`config.mk`:
```
export PLATFORM = sky130hd
export DESIGN_NAME = gbdmg_vgm_player
export DESIGN_NICKNAME = d
export VERILOG_FILES = /design/src/rtl/gbdmg_vgm_player.sv
export SDC_FILE = /design/constraint.sdc
export NUM_CORES = 1
export LEC_CHECK = 0
export ABC_AREA = 0
export CAP_MARGIN = 20
export CORE_UTILIZATION = 55
export CTS_CLUSTER_SIZE = 25
export DETAILED_ROUTE_END_ITERATION = 8
export GPL_TIMING_DRIVEN = 0
export PLACE_DENSITY = 0.77
export SYNTH_ARGS = -nofsm -noshare
export SYNTH_HDL_FRONTEND = slang
export SYNTH_SLANG_ARGS = --single-unit
```
`constraint.sdc`:
```
create_clock -name in_clk -period 2.76 [get_ports in_clk]
set_clock_uncertainty 0.15 [all_clocks]
set_input_delay 0.414 -clock in_clk [delete_from_list [all_inputs] [get_ports in_clk]]
set_output_delay 0.414 -clock in_clk [all_outputs]
set_load 0.005 [all_outputs]
```
`src/rtl/gbdmg_vgm_player.sv`:
```
// gbdmg_vgm_player: decodes a VGM byte stream into shaped DMG APU register writes and sample-timed waits.
// Optional build macro GBDMG_VGM_SKIP_UNKNOWN_EN: unknown opcodes are skipped (error flagged) instead of halting.
module gbdmg_vgm_player #(
  parameter logic [15:0] CLK_PER_SAMPLE = 16'd95
) (
  input  logic       in_clk,
  input  logic       in_rst_n,
  input  logic [7:0] in_data,
  input  logic       in_valid,
  output logic       out_ready,
  input  logic       in_pause,
  output logic [5:0] out_reg,
  output logic [7:0] out_val,
  output logic       out_wr,
  output logic       out_done,
  output logic       out_error
);

  typedef enum logic [2:0] {OP, ARG1, ARG2, WR_HI, WR_LO, WAIT, DONE, ERROR} state_t;

  localparam logic [15:0] PRESCALE_MAX = CLK_PER_SAMPLE - 16'd1;

  state_t      state, state_next;
  logic [7:0]  arg_lo;
  logic        cmd_wait;
  logic        cmd_wait_next;
  logic [15:0] sample_cnt;
  logic [15:0] prescale;
  logic [15:0] wait_n;
  logic        accept;
  logic        sample_end;
  logic        latch_cmd;
  logic        latch_arg;
  logic        load_write;
  logic        load_wait;
  logic        set_error;

  // Ready is gated by reset so nothing is accepted while the block is held in reset.
  assign out_ready  = in_rst_n && !in_pause && (state == OP || state == ARG1 || state == ARG2);
  assign accept     = in_valid && out_ready;
  assign out_wr     = (state == WR_HI);
  assign out_done   = (state == DONE);
  assign sample_end = !in_pause && (prescale == PRESCALE_MAX);

  always_ff @(posedge in_clk or negedge in_rst_n) begin
    if (!in_rst_n) begin
      state <= OP;
    end else begin
      state <= state_next;
    end
  end

  always_comb begin
    state_next    = state;
    cmd_wait_next = 1'b0;
    wait_n        = 16'd0;
    latch_cmd     = 1'b0;
    latch_arg     = 1'b0;
    load_write    = 1'b0;
    load_wait     = 1'b0;
    set_error     = 1'b0;
    case (state)
      OP: begin
        if (accept) begin
          casez (in_data)
            8'hB3: begin
              latch_cmd  = 1'b1;
              state_next = ARG1;
            end
            8'h61: begin
              latch_cmd     = 1'b1;
              cmd_wait_next = 1'b1;
              state_next    = ARG1;
            end
            8'h62: begin
              wait_n     = 16'd735;
              load_wait  = 1'b1;
              state_next = WAIT;
            end
            8'h63: begin
              wait_n     = 16'd882;
              load_wait  = 1'b1;
              state_next = WAIT;
            end
            8'b0111_????: begin
              wait_n     = {12'd0, in_data[3:0]} + 16'd1;
              load_wait  = 1'b1;
              state_next = WAIT;
            end
            8'h66: state_next = DONE;
            default: begin
              set_error = 1'b1;
`ifdef GBDMG_VGM_SKIP_UNKNOWN_EN
              state_next = OP;
`else
              state_next = ERROR;
`endif
            end
          endcase
        end
      end
      ARG1: begin
        if (accept) begin
          latch_arg  = 1'b1;
          state_next = ARG2;
        end
      end
      ARG2: begin
        if (accept) begin
          if (cmd_wait) begin
            wait_n = {in_data, arg_lo};
            if (wait_n == 16'd0) begin
              state_next = OP;
            end else begin
              load_wait  = 1'b1;
              state_next = WAIT;
            end
          end else if (arg_lo > 8'h3F) begin
            set_error  = 1'b1;
            state_next = OP;
          end else begin
            load_write = 1'b1;
            state_next = WR_HI;
          end
        end
      end
      WR_HI: state_next = WR_LO;
      WR_LO: state_next = OP;
      WAIT: begin
        if (sample_end && sample_cnt == 16'd1) begin
          state_next = OP;
        end
      end
      DONE:    state_next = DONE;
      ERROR:   state_next = ERROR;
      default: state_next = OP;
    endcase
  end

  // The prescaler counts in_clk cycles within one sample; the sample counter counts samples left.
  always_ff @(posedge in_clk or negedge in_rst_n) begin
    if (!in_rst_n) begin
      arg_lo     <= 8'd0;
      cmd_wait   <= 1'b0;
      sample_cnt <= 16'd0;
      prescale   <= 16'd0;
      out_reg    <= 6'd0;
      out_val    <= 8'd0;
      out_error  <= 1'b0;
    end else begin
      if (latch_cmd) begin
        cmd_wait <= cmd_wait_next;
      end
      if (latch_arg) begin
        arg_lo <= in_data;
      end
      if (load_write) begin
        out_reg <= arg_lo[5:0];
        out_val <= in_data;
      end
      if (set_error) begin
        out_error <= 1'b1;
      end
      if (load_wait) begin
        sample_cnt <= wait_n;
        prescale   <= 16'd0;
      end else if (state == WAIT && !in_pause) begin
        if (sample_end) begin
          prescale   <= 16'd0;
          sample_cnt <= sample_cnt - 16'd1;
        end else begin
          prescale <= prescale + 16'd1;
        end
      end
    end
  end

endmodule

```
==> metrics <==
CTS root buffer=clkbuf_8; peak per-stage delay on the critical path=around 0.47 ns; time the worst path needs with I/O delays and setup=~2.6 ns; pin count of the biggest net entering global routing=41; Non-Filler Instances=approximately 470; global placement routability congestion=0.861; share of layout cells above drive strength 1=16.2%; Inserted Clock Buffers=9; Setup CP Type=input port to register; Reg2Reg Depth=7; Final #Nets=413; met3 wirelength from detailed routing=between 300 and 400 um; clock tree from TritonCTS=built; FF/Latch Area=0.00148 mm^2; outcome=finished, final reports clean; total setup violations reported at the end of the flow=0; count of flip-flops with a built-in enable after synthesis=0; post-placement cell count=452; final count of pins violating max slew=0; part of the cycle the worst path needs=95.7%; all-layer global routing usage=between 20% and 30%; Area Overhead vs Synth=19.0%; number of storage elements in the synthesis netlist=between 50 and 60; Yosys cell types=56; Bufs on Longest Clock Path=2; share of async-settable or async-resettable flops after synthesis=100%; insertion delay of the later-clocked pin in the worst-skew pair=0.34 ns; worst slew margin relative to its limit=40.0%; top cells by area, synth=dfrtp_1, mux2_2, xor2_1; drt via density=6.14; Critical Path, Cell by Cell=dlygate4sd2_1, inv_2, ha_1, or4b_4, o41ai_4, a211oi_4, buf_6, o2111ai_2, xor2_1, nor2_1; share of Yosys cell area claimed by the top area cell type=43.1%; Mapped Nets=roughly 370; max cap viols=0; number of detailed-routing iterations run before antenna repair=4; synthesized instance count=349; slowest CP cell=or4b_4; placeable core area=0.00596 mm^2; minimum setup slack among reg-to-reg paths=0.19 ns; sequential element share of the synthesized area=43.1%; cell type with the largest total area after synthesis=dfrtp_1; ys flop type=dfrtp_1; area of the die=around 0.0065 mm^2; critical path endpoint category=register; final hold violation count=0; share of the core filled with cells=68.4%; leftover overflow at the end of global routing=0; Syn Std Cell Area=~0.0034 mm^2; wire length of the first global-routing pass=13,300 um; RR Startpoint=arg_lo[1]; maximum resistive drop on vdd=roughly 0.29 mV; data arrival time of the critical path=2.71 ns; vias after detailed routing=2,890; accumulated negative setup slack=0 ns; PortBufs=27; actual slew at the worst max-slew pin=between 0.8 and 0.9 ns; endpoint of the lowest-slack register-to-register path=prescale[11]; post-route worst setup slack=0.120 ns; Routed Wire Length=8000 um; number of inserted filler cells in the final layout=469; class of the most critical hold timing path=input port to register; most common cell in the netlist=dfrtp_1; registers with the most flip-flops=prescale x16, sample_cnt x16; Min-Delay Path Depth=3; total DRC errors in the routed layout=0; routed wire length per instance=17.0 um; power density normalized to cell area=405 mW/mm^2; worst hold endpoint=sample_cnt[11]; starting utilization of the core area=57.5%; total inserted antenna cells=0; highest metal used=met4; Min-Delay Startpoint=in_data[3]; number of top-level pins=30; antenna violations before repair=0; deepest level of the CTS H-tree=3; required time at the worst-slack endpoint=2.83 ns; detailed placer's ending HPWL=5710 um; leak pwr=1.84 nW; vertical die dimension=80.9 um; standard-cell rows=28; most frequent cells after synthesis=dfrtp_1, nor2_1, nand2_1, xor2_1, mux2_2; Max Fanout on Critical Path=10; Avg Cell Area, Syn=9.81 um^2; worst setup slack before clock tree synthesis=-0.571 ns; worst hold slack=0.235 ns; total of warnings raised by yosys=0; Num Clock Sinks=59; Horiz. Die Dim=80.9 um; footprint of the multi-input gates=0.00186 mm^2; startpoint type of the worst setup path=input port; initial detailed-routing violation count=150; CTS clock-pin slew for the worst setup and hold paths=0.07 ns; total met2 wirelength after detailed routing=3860 um; met1 layer wirelength in the final routing=~3600 um; post-route antenna net violation count=0; vias in the first global route=2,769; fmax=0.379 GHz
## layout make-up
class | instances | area share, %
buffer | 15 | 2.09
clock buffer | 11 | 3.72
clock inverter | 3 | 0.369
inverter | 10 | 0.921
multi-input combinational | 265 | 45.7
sequential | 59 | 36.2
tap | 75 | 2.30
timing repair buffer | 33 | 8.63
## cell families (layout without fill, tap and decap cells)
family	Yosys count	count (layout)	share of synthesized area, %
flip-flops	59	59	43.1
AND/OR/NAND/NOR	140	140	22.1
buffers and inverters	25	72	3.51
adder cells (fa/ha/maj)	8	8	2.92
multiplexers	22	22	7.16
XOR/XNOR	25	25	6.40
AO/OA/AOI/OAI	70	70	14.8
## layer usage
metal / vias up / global-route usage [%]
met4: 0 / 13.8
met5: - / 0
met3: 22 / 4.49
met1: 1413 / 34.9
li1: 1364 / -
met2: 91 / 43.4
## worst max-delay path, delay by kind of cell
kind | cells | cell delay, ns
AO/OA/AOI/OAI | 3 | 0.76
XOR/XNOR | 1 | 0.24
adder cells (fa/ha/maj) | 1 | 0.13
AND/OR/NAND/NOR | 2 | 0.54
buffers and inverters | 3 | 0.62
## power by group
part | internal, W | total, W | switching [W]
clock | 0.000360 | 0.000688 | 0.000329
combinational | 0.0000356 | 0.0000900 | 0.0000544
sequential | 0.000869 | 0.000872 | 0.00000305
## cells in the final DEF (no fill, tap or decap), drive strengths merged, types with 13 or more instances in the layout
cell / n
dfrtp: 59
nor2: 36
nand2: 27
xor2: 23
o21ai: 22
clkdlybuf4s50: 21
mux2: 20
clkbuf: 16
buf: 15
a21oi: 13
## worst max path at each step
stage	from	endpoint	slack [ns]	cells past startpoint
6_report	in_data[0]	prescale[11]	0.12	10
5_1_grt	in_data[6]	prescale[11]	-0.02	8
4_1_cts	in_data[1]	prescale[11]	0.01	10
3_5_place_dp	in_data[0]	prescale[11]	-0.57	10
3_3_place_gp	in_rst_n	prescale[11]	-2.36	9
2_1_floorplan	in_data[0]	prescale[8]	0.36	9
## stage by stage
stage | area, um^2 | total power, W
6_report | 4070 | 0.00165
4_1_cts | 4040 | 0.00165
5_1_grt | 4070 | 0.00171
2_1_floorplan | 3420 | 0.000919
3_5_place_dp | 3800 | 0.000970
3_3_place_gp | 3790 | 0.000966
## what timing repair did
item,4_1_cts,5_1_grt
pin swaps,1,2
endpoints found under the hold margin,19,0
setup endpoints to repair,31,24
cloned,0,0
resized for setup,4,9
hold buffers,3,0
setup buffers,1,1
Note: power is estimated with default switching activity, not from simulation.
